--- src/rtl/cla_pkg.sv ---
// Shared types and constants for the nibble-serial carry-lookahead adder.
package cla_pkg;

  typedef enum logic [1:0] {
    IDLE = 2'd0,
    RUN  = 2'd1,
    DONE = 2'd2
  } state_t;

  localparam int SLICE_W = 4;

  function automatic int nslice(input int width);
    return width / SLICE_W;
  endfunction

endpackage

--- src/rtl/cla4_slice.sv ---
// Combinational 4-bit generate/propagate lookahead adder slice.
module cla4_slice (
  input  logic [3:0] a,
  input  logic [3:0] b,
  input  logic       ci,
  output logic [3:0] s,
  output logic       co
);

  logic [3:0] g;
  logic [3:0] p;
  logic [4:0] c;

  assign g = a & b;
  assign p = a ^ b;

  // Every carry is a flat function of g, p and ci; no ripple between bits.
  assign c[0] = ci;
  assign c[1] = g[0] | (p[0] & ci);
  assign c[2] = g[1] | (p[1] & g[0]) | (p[1] & p[0] & ci);
  assign c[3] = g[2] | (p[2] & g[1]) | (p[2] & p[1] & g[0]) | (p[2] & p[1] & p[0] & ci);
  assign c[4] = g[3] | (p[3] & g[2]) | (p[3] & p[2] & g[1]) | (p[3] & p[2] & p[1] & g[0])
              | (p[3] & p[2] & p[1] & p[0] & ci);

  assign s  = p ^ c[3:0];
  assign co = c[4];

endmodule

--- src/rtl/cla_seq_adder.sv ---
// WIDTH-bit adder that reuses one 4-bit CLA slice, one nibble per clock,
// with valid/ready handshakes on both sides.
//
//   state | meaning
//   IDLE  | waiting for operands, in_ready high
//   RUN   | adding nibble idx, carry held in carry_q
//   DONE  | result presented, waiting for out_ready
module cla_seq_adder
  import cla_pkg::*;
#(
  parameter int WIDTH = 16
) (
  input  logic             clk,
  input  logic             rst_n,
  input  logic             in_valid,
  output logic             in_ready,
  input  logic [WIDTH-1:0] a,
  input  logic [WIDTH-1:0] b,
  input  logic             cin,
  output logic             out_valid,
  input  logic             out_ready,
  output logic [WIDTH-1:0] sum,
  output logic             cout,
  output logic             busy
);

  localparam int NSLICE = nslice(WIDTH);
  localparam int IDXW   = (NSLICE > 1) ? $clog2(NSLICE) : 1;

  state_t           state;
  logic [IDXW-1:0]  idx;
  logic [WIDTH-1:0] a_reg;
  logic [WIDTH-1:0] b_reg;
  logic             carry_q;
  logic [WIDTH-1:0] sum_q;
  logic             cout_q;

  logic [3:0]       slice_a;
  logic [3:0]       slice_b;
  logic [3:0]       slice_s;
  logic             slice_co;
  logic [WIDTH-1:0] slice_s_ext;

  assign slice_a     = 4'(a_reg >> (SLICE_W * idx));
  assign slice_b     = 4'(b_reg >> (SLICE_W * idx));
  assign slice_s_ext = WIDTH'(slice_s);

  cla4_slice u_slice (
    .a  (slice_a),
    .b  (slice_b),
    .ci (carry_q),
    .s  (slice_s),
    .co (slice_co)
  );

  always_ff @(posedge clk or negedge rst_n) begin
    if (!rst_n) begin
      state   <= IDLE;
      idx     <= '0;
      a_reg   <= '0;
      b_reg   <= '0;
      carry_q <= 1'b0;
      sum_q   <= '0;
      cout_q  <= 1'b0;
    end else begin
      case (state)
        IDLE: begin
          if (in_valid) begin
            a_reg   <= a;
            b_reg   <= b;
            carry_q <= cin;
            idx     <= '0;
            sum_q   <= '0;
            cout_q  <= 1'b0;
            state   <= RUN;
          end
        end
        RUN: begin
          // sum_q is cleared on accept, so OR-ing in each nibble is enough.
          sum_q   <= sum_q | (slice_s_ext << (SLICE_W * idx));
          carry_q <= slice_co;
          idx     <= idx + IDXW'(1);
          if (idx == IDXW'(NSLICE - 1)) begin
            cout_q <= slice_co;
            idx    <= '0;
            state  <= DONE;
          end
        end
        DONE: begin
          if (out_ready) state <= IDLE;
        end
        default: state <= IDLE;
      endcase
    end
  end

  assign in_ready  = (state == IDLE);
  assign out_valid = (state == DONE);
  assign busy      = (state == RUN) || (state == DONE);
  assign sum       = sum_q;
  assign cout      = cout_q;

endmodule

--- config.mk ---
export PLATFORM = sky130hd
export DESIGN_NAME = cla_seq_adder
export DESIGN_NICKNAME = d
export VERILOG_FILES = /design/src/rtl/cla_pkg.sv /design/src/rtl/cla4_slice.sv /design/src/rtl/cla_seq_adder.sv
export SDC_FILE = /design/constraint.sdc
export NUM_CORES = 1
export LEC_CHECK = 0
export BUFFER_PORTS_ARGS = -buffer_cell sky130_fd_sc_hd__buf_2
export CAP_MARGIN = 20
export CORE_ASPECT_RATIO = 2
export CORE_UTILIZATION = 40
export DETAILED_ROUTE_END_ITERATION = 10
export PLACE_DENSITY_LB_ADDON = 0.25
export SETUP_SLACK_MARGIN = 0.15
export SLEW_MARGIN = 20
export SYNTH_ARGS = -nofsm -noshare
export SYNTH_HDL_FRONTEND = slang
export SYNTH_SLANG_ARGS = --single-unit
--- constraint.sdc ---
create_clock -name clk -period 2.4 [get_ports clk]
set_clock_uncertainty 0.1 [all_clocks]
set_input_delay 0.12 -clock clk [delete_from_list [all_inputs] [get_ports clk]]
set_output_delay 0.12 -clock clk [all_outputs]
set_load 0.02 [all_outputs]
==> results of run 1 <==
layer usage:
layer	up-vias	GRT usage
met5	-	0
met4	0	0.0810
met3	11	0.0368
met2	43	0.327
met1	973	0.207
li1	941	-
logic make-up after synthesis:
group | after synthesis
AOI/OAI and AO/OA | 37
muxes | 42
and+or+nand+nor | 39
adders and majority gates | 10
xor gates and xnor gates | 1
DFF | 54
buffers and inverters | 16
power by group:
part | switching [mW] | internal [mW]
Sequential | 0.282 | 1.33
Combinational | 1.97 | 2.00
Clock | 0.311 | 0.381
worst max path at each step:
stage	startpoint	endpoint	slack, ps	cells after the start
floorplan	idx[0]$_DFFE_PN0P_	sum[11]$_DFFE_PN0P_	150	7
global placement	idx[0]$_DFFE_PN0P_	cout$_DFFE_PN0P_	140	6
detailed placement	idx[0]$_DFFE_PN0P_	cout$_DFFE_PN0P_	80	6
CTS	idx[0]$_DFFE_PN0P_	sum[11]$_DFFE_PN0P_	80	6
global route	idx[0]$_DFFE_PN0P_	sum[7]$_DFFE_PN0P_	50	6
finish	idx[0]$_DFFE_PN0P_	sum[7]$_DFFE_PN0P_	110	6
through the flow:
| step | setup WS, ps | std cells | hold WS (ps) | cell area, sq um | util |
|---|---|---|---|---|---|
| 6_report | 114 | 387 | 46.5 | 3680 | 0.589 |
| 5_1_grt | 53.4 | 387 | 75.7 | 3680 | 0.589 |
| 4_1_cts | 83.8 | 382 | 45.3 | 3540 | 0.565 |
| 3_5_place_dp | 82.1 | 342 | -58.6 | 3050 | 0.487 |
| 3_3_place_gp | 142 | 342 | -55.7 | 3050 | 0.487 |
| 2_1_floorplan | 151 | 199 | -276 | 2620 | - |
area by class of cell:
cell class / instances / share of cell area
clock buffer: 6 / 0.0350
clock inverter: 1 / 0.00204
inverter: 7 / 0.00815
multi-input combinational: 130 / 0.356
sequential: 54 / 0.367
tap: 86 / 0.0292
timing repair buffer: 103 / 0.202
worst max-delay path: stages (launching register included):
cell and delay (ps):
sky130_fd_sc_hd__dfrtp_2 480, sky130_fd_sc_hd__mux4_2 560, sky130_fd_sc_hd__ha_4 290, sky130_fd_sc_hd__a41oi_4 270, sky130_fd_sc_hd__buf_6 150, sky130_fd_sc_hd__o21ai_4 70
sky130_fd_sc_hd__a311oi_1 270
placed cells by master (no fill, tap or decap), types with 2 or more instances in the layout:
cell type | Yosys | layout
sky130_fd_sc_hd__buf_2 | 6 | 56
sky130_fd_sc_hd__and3b_1 | 3 | 3
sky130_fd_sc_hd__nor3_2 | 1 | 8
sky130_fd_sc_hd__ha_1 | 9 | 5
sky130_fd_sc_hd__a21oi_4 | 0 | 2
sky130_fd_sc_hd__nor3b_2 | 2 | 2
sky130_fd_sc_hd__clkinvlp_4 | 0 | 2
sky130_fd_sc_hd__nand2b_1 | 4 | 4
sky130_fd_sc_hd__o31ai_1 | 2 | 2
sky130_fd_sc_hd__nand2_1 | 2 | 2
sky130_fd_sc_hd__o21ai_4 | 0 | 2
sky130_fd_sc_hd__a311oi_1 | 2 | 2
sky130_fd_sc_hd__a21oi_1 | 16 | 13
sky130_fd_sc_hd__o21ai_1 | 2 | 2
sky130_fd_sc_hd__buf_4 | 0 | 11
sky130_fd_sc_hd__dfrtp_1 | 54 | 53
sky130_fd_sc_hd__buf_12 | 0 | 2
sky130_fd_sc_hd__o21ai_0 | 2 | 2
sky130_fd_sc_hd__inv_1 | 7 | 6
sky130_fd_sc_hd__mux4_2 | 8 | 8
sky130_fd_sc_hd__nor3_1 | 13 | 6
sky130_fd_sc_hd__clkbuf_16 | 0 | 5
sky130_fd_sc_hd__nor2_1 | 12 | 12
sky130_fd_sc_hd__o22ai_1 | 4 | 4
sky130_fd_sc_hd__dlygate4sd3_1 | 0 | 33
sky130_fd_sc_hd__mux2_2 | 33 | 33
sky130_fd_sc_hd__ha_4 | 0 | 3
sky130_fd_sc_hd__a32o_1 | 2 | 2
what timing repair did:
item                       CTS  global route
hold buffers                33             0
hold endpoints to repair    45             0
resized for setup            3            16
setup buffers                0             4
gates cloned                 0             1
setup endpoints to repair    9            14
pin swaps                    2            13
==> results, run 1 <==
- Signal routing reaches up to met4.
- STA classifies the critical path startpoint as a register.
- Of the total synthesized cell area, the portion taken by full adders, half adders and majority gates is 0.0515.
- The wire length of the first global-routing pass is 9170 um.
- The count of buffers added on input and output ports is 56.
- The share of the synthesized area in compound gates (AO/OA/AOI/OAI) is 0.0904.
- Entering global routing, the biggest net connects 24 pins.
- Of the total synthesized cell area, the portion taken by AND, OR, NAND and NOR gates is 0.0841.
- 57 I/O pins were placed.
- The power density relative to cell area is 1700 mW/mm^2.
- The vertical die dimension is 115 um.
- Setup total negative slack on the finished layout was measured at 0 ps.
- The share of the Yosys chip area taken by registers is 0.525.
- The leading register cell type out of synthesis is sky130_fd_sc_hd__dfrtp_1.
- The number of clock buffers added by TritonCTS is 5.
- The static power due to leakage is approximately 1.7 nW.
- Of the post-synthesis cell area, the dominant cell type holds 0.525.
- The number of standard cells after synthesis is between 150 and 200.
- The layout has 537 filler cells.
- The worst-case vdd ir drop is 0.000791 V.
- The register cell area after layout is 0.00135 sq mm.
- By area, the combinational part of the netlist is dominated by multiplexers.
- The fraction of layout cells with a size suffix above 1 is 0.475.
- Relative to the synthesized area, the layout overhead comes to 43.1%.
- The critical path endpoint category is a register.
- The relative slew slack is 0.679.
- Synthesis instantiated 33 different standard cells from the library.
- The first detailed-routing pass took 4 iterations.
- The peak clock frequency supported by timing is 0.438 GHz.
- The detailed-route wire length is 5760 um.
- The clock edge transition at the registers on the reported setup and hold paths is approximately 70 ps.
- In this run the most critical hold path is launched from in_valid.
- At the end of routability-driven placement, the weighted congestion stood at about 0.75.
- The worst setup path category is register to register.
- The final count of pins violating max slew is 0.
- The most frequently used cell type in the post-synthesis netlist is sky130_fd_sc_hd__dfrtp_1.
- The class of the worst hold path is input pin to register.
- STA puts the critical path data required time at 2500 ps.
- Along the worst path, the maximum fanout reaches 7.
- Sorting the synthesized cells by area gives the leading types as sky130_fd_sc_hd__dfrtp_1 52%, sky130_fd_sc_hd__mux2_2 14%, sky130_fd_sc_hd__mux4_2 7.0%, sky130_fd_sc_hd__ha_1 4.4%, sky130_fd_sc_hd__a21oi_1 3.1%.
- When the netlist entered floorplanning its net count stood at approximately 250.
- Summing internal, switching and leakage power gives between 6 and 7 mW.
- The wire length on met3 is roughly 170 um.
- The total of max-cap violations is 0.
- After floorplanning, the core was divided into 41 placement rows.
- In the synthesized netlist, the cells that appear most often are 54 x sky130_fd_sc_hd__dfrtp_1, 33 x sky130_fd_sc_hd__mux2_2, 16 x sky130_fd_sc_hd__a21oi_1.
- The final worst-path cycle share is 0.952.
- Summed over all layers, the global routing overflow is 0.
- The setup-violating endpoint count in the final report is 0.
- After detailed routing, the number of vias per cell comes to 5.09.
- The wire length per cell is 14.9 um.
- The cell at the root of the clock tree is sky130_fd_sc_hd__clkbuf_16.
- The initial cell density of the core is 0.411.
- The synthesis-stage register bit count is 54.
- The core region is roughly 0.0063 sq mm.
- The HPWL after detailed placement is around 4000 um.
- The mean area per synthesized cell is about 13 sq um.
- The cell area after synthesis is 0.00257 sq mm.
- The detailed-route wire length on metal 1 is around 2200 um.
- In this run the register-to-register setup slack is 110 ps.
- Setup repair after global routing could not meet its margin everywhere.
- In the final layout, the multi-input gates occupy about 0.0013 sq mm.
- Of all cell types, the one taking the most synthesized area is sky130_fd_sc_hd__dfrtp_1.
- The path with the worst hold slack has its endpoint at state[0]$_DFFE_PN0P_.
- The maximum number of buffers from clock root to sink is 2.
- The die width is slightly below 60 um.
- The routed design uses 3220 um of met2 wire.
- The routed via count is 1968.
- The number of antenna violations at the first check in global routing is 0.
- Measured against the total synthesized area, the mux share comes to 0.220.
- The via count of the first global-routing pass is 1946.
- Of the total synthesized cell area, the portion taken by XOR and XNOR cells is 0.00340.
- The total count of hold-check failures in the final report is 0.
- Measured in cells, the most critical reg-to-reg path has a length of 6.
- The flow ran to the end, and the final reports show no timing, DRC or antenna violations.
- The detailed-route DRC error count is 0.
- For this run, the total global-route usage over all layers was measured as 0.184.
- The repair_antennas step left the layout with diodes totalling 0.
- The endpoint arrival time on the critical path is between 2000 and 2500 ps.
- The source-to-sink clock delay at the later pin of the worst-skew pair is 290 ps.
- The worst hold path cell count is 3.
- The number of DRC markers in iteration 0 is 43.
- The yosys synthesis warning count is 0.
- The clock period minus final worst setup slack is between 2000 and 2500 ps.
- Counting every sink on the clock net gives 54.
- The clock tree from TritonCTS is yes.
- The detail route stage leaves a number of antenna-violating nets equal to 0.
- The worst register-to-register path ends at sum[7]$_DFFE_PN0P_.
- The final net count is about 350.
- The origin of the critical flop-to-flop path is idx[0]$_DFFE_PN0P_.
- For this run, asynchronously set or reset flops after synthesis account for 1.00.
- The die covers 0.00678 sq mm.
- The number of synthesized flops with an enable pin is 0.
- The total number of H-tree levels is 2.
- For the pin with the worst max-slew slack, the measured transition is 472 ps.
Note: power is estimated with default switching activity, not from simulation.
==> run 2, diff against run 1 <==
- GPL_TIMING_DRIVEN: unset -> 0
- MAX_ROUTING_LAYER: unset -> met4
==> results, run 2 (synthesis gave the netlist of run 1 again) <==
- The net switching power is 2.60 mW (+1.2%).
- The die width is 58.7 um (unchanged).
- The clock period minus final worst setup slack was 2410 ps (+126 ps).
- The setup-violating endpoint count in the final report is 1 (+1).
- The logic gate share of total power came to 0.613 (-0.020).
- The number of DRC markers in iteration 0 is 68 (+58%).
- The half-perimeter wire length after detailed placement came to 4080 um (+2.2%).
- The final antenna-violating net count is 0 (unchanged).
- The via density per instance is 5.08 (about the same).
- The worst setup path category is register to register.
- The count of TritonRoute iterations in the first routing pass is 4 (unchanged).
- The most common cell after layout, fill and taps aside is sky130_fd_sc_hd__buf_2.
- The end of the worst register-to-register path is sum[7]$_DFFE_PN0P_.
- The wire length of the first global-routing pass is 9610 um (+4.8%).
- The total number of H-tree levels is 2 (unchanged).
- The count of non-filler cells in the finished layout is 390 (+0.78%).
- The class of the worst hold path is input pin to register.
- The detailed-route DRC error count was 0 (unchanged).
- The required time at the worst-slack endpoint is 2460 ps (-40 ps).
- The tree is rooted in a sky130_fd_sc_hd__clkbuf_16.
- The start point of the critical path is idx[0]$_DFFE_PN0P_.
- The cell type of the slowest stage on the worst timing path is sky130_fd_sc_hd__mux4_2.
- The logic depth of the worst setup path including buffers is 7 (+1).
- The clock tree from TritonCTS is yes.
- The maximum number of pins on one net before global-route repair came to 55 (+130%).
- The antenna diode count is 0 (unchanged).
- The relative slew slack is 0.544 (-0.135).
- The sum of overflow across all layers after global routing is 0 (unchanged).
- The buffer and inverter count on the worst path is 1 (unchanged).
- The worst-case vdd ir drop is 0.000821 V (+3.9%).
- The fraction of power spent switching nets is 0.418 (+0.00930).
- In this run the most critical hold path is launched from in_valid.
- Setup repair after global routing could not meet its margin everywhere.
- STA classifies the critical path startpoint as a register.
- The filler cell count came to 542 (+0.93%).
- The critical path goes through buf_8 -> mux4_2 -> ha_4 -> a41oi_4 -> o21ai_4 -> o31ai_1 -> a311oi_1.
- The maximum number of buffers from clock root to sink was 2 (unchanged).
- The area growth from synthesis to final layout is 44.3%.
- The end of the critical path is sum[7]$_DFFE_PN0P_.
- The smallest setup slack after layout was -11.4 ps (-126 ps).
- The run finished, with violations left.
- The endpoint arrival time on the critical path is 2470 ps (+90 ps).
- The clock group share of total power is 0.130 (+0.020).
- The TritonCTS buffer count is 5 (unchanged).
- The clock edge transition at the registers on the reported setup and hold paths came to 70 ps (about the same).
- The detailed-route wire length is 5970 um (+3.6%).
- The number of port buffers was 56 (unchanged).
- The final count of pins violating max slew is 0 (unchanged).
- The sequential power share was 0.257 (about the same).
- The vertical die dimension is 115 um (unchanged).
- The source-to-sink clock delay at the later pin of the worst-skew pair is 290 ps (about the same).
- The library cells used most frequently in the layout, excluding fill and tap cells, are 59 x sky130_fd_sc_hd__buf_2, 53 x sky130_fd_sc_hd__dfrtp_1, 33 x sky130_fd_sc_hd__mux2_2, 33 x sky130_fd_sc_hd__dlygate4sd3_1, 12 x sky130_fd_sc_hd__nor2_1.
- The wire length per cell is 15.3 um (+2.8%).
- The die outline area is 0.00678 sq mm (unchanged).
- The reg-to-reg setup timing slack is -10 ps (-130 ps).
- The critical path endpoint category is a register.
- The top-level port count is 57 (unchanged).
- The number of sinks handled by clock tree synthesis was 54 (unchanged).
- The final core area utilization came to 0.594 (+0.00520).
- The peak clock frequency supported by timing is 0.415 GHz (-5.2%).
- The via count of the first global-routing pass is 2027 (+4.2%).
- The standard-cell row count is 41 (unchanged).
- The delay of the slowest cell on the worst path is 560 ps (about the same).
- The power density relative to cell area is 1670 mW/mm^2 (-1.9%).
- The kind of cell adding the most delay to the critical path is compound AO/OA/AOI/OAI gates.
- The initial cell density of the core is 0.411 (unchanged).
- The routed via count was 1982 (+0.71%).
- The final net count came to 350 (+0.57%).
- The static power due to leakage came to 1.68 nW (+1.5%).
- The origin of the critical flop-to-flop path is idx[0]$_DFFE_PN0P_.
- The total of max-cap violations was 0 (unchanged).
- The cell count after placement is 341 (-0.29%).
- The largest fanout of any net on the critical path is 5 (-2).
- The total internal power is 3.61 mW (-2.6%).
- The global placement routability congestion was 0.762 (+2.2%).
- The checks that failed: negative setup slack.
- The total count of hold-check failures in the final report came to 0 (unchanged).
- The transition time at the pin with the least slew margin came to 684 ps (+212 ps).
- The area of the placeable core is 0.00626 sq mm (unchanged).
- The fraction of layout cells with a size suffix above 1 is 0.490 (+0.0150).
- The global-route usage over all layers is 0.200 (+0.0158).
- The number of antenna violations at the first check in global routing is 0 (unchanged).
- The worst reg2reg path depth is 7 (+1).
- The final worst-path cycle share is 1.00 (+0.0524).
==> run 2: cell types whose count changed in the layout (fill, tap and decap cells not counted), moves of 3 or more <==
cell / change
sky130_fd_sc_hd__a21oi_1: -5
sky130_fd_sc_hd__a21oi_2: +6
sky130_fd_sc_hd__buf_2: +3
sky130_fd_sc_hd__buf_4: -3
==> run 2: worst min-delay path by stage <==
stage                            endpoint  slack [ps]  depth (start not counted)
CTS                  state[0]$_DFFE_PN0P_          50                          3
floorplan            a_reg[0]$_DFFE_PN0P_        -280                          0
detailed placement    sum[15]$_DFFE_PN0P_         120                          1
global route         state[0]$_DFFE_PN0P_          70                          3
global placement    b_reg[11]$_DFFE_PN0P_         250                          2
finish               state[0]$_DFFE_PN0P_          60                          3
==> run 2: power by group through the flow <==
stage | clock network [mW] | logic, mW | registers [mW]
floorplan | 0 | 2.20 | 1.64
global placement | 0 | 2.85 | 1.58
detailed placement | 0 | 2.92 | 1.61
CTS | 0.829 | 3.52 | 1.60
global route | 0.848 | 4.08 | 1.65
finish | 0.807 | 3.81 | 1.60
==> run 2: final cells by class <==
cell class / instances / area, sq um / share of cell area
Clock inverter: 1 / 30.0 / 0.00808
Inverter: 7 / 26.3 / 0.00707
Multi-Input combinational cell: 130 / 1330 / 0.357
Buffer: 9 / 62.6 / 0.0168
Tap cell: 86 / 108 / 0.0290
Clock buffer: 7 / 133 / 0.0357
Timing Repair Buffer: 96 / 678 / 0.182
Sequential cell: 54 / 1350 / 0.364
==> run 2: per-stage QoR <==
stage	setup TNS (ps)	setup WS (ps)	power [mW]	area, sq um	hold WS [ps]
floorplan	0	151	3.84	2620	-276
global placement	-456	-81.4	4.43	3010	251
detailed placement	-783	-132	4.53	3010	117
CTS	0	55.0	5.95	3650	52.0
global route	-475	-78.1	6.58	3720	66.6
finish	-11.4	-11.4	6.21	3720	60.6
==> run 2: per-layer routing <==
metal	routed length, um	vias up	global-route usage
met1	2100	986	0.200
met3	186	13	0.0301
met5	0	-	-
met4	229	0	0.102
li1	-	937	-
met2	3450	46	0.361
==> run 2: worst register-to-register path, cell delays in order, from the launching register on <==
cell and delay (ps):
sky130_fd_sc_hd__dfrtp_2 440, sky130_fd_sc_hd__buf_8 150, sky130_fd_sc_hd__mux4_2 560, sky130_fd_sc_hd__ha_4 280, sky130_fd_sc_hd__a41oi_4 290, sky130_fd_sc_hd__o21ai_4 130, sky130_fd_sc_hd__o31ai_1 250, sky130_fd_sc_hd__a311oi_1 80
==> run 2: repair_timing <==
action,4_1_cts,5_1_grt
pin swaps,8,3
hold endpoints to repair,86,0
resized for setup,14,13
setup buffers,7,0
hold buffers,33,0
cloned,1,0
endpoints found under the setup margin,18,18
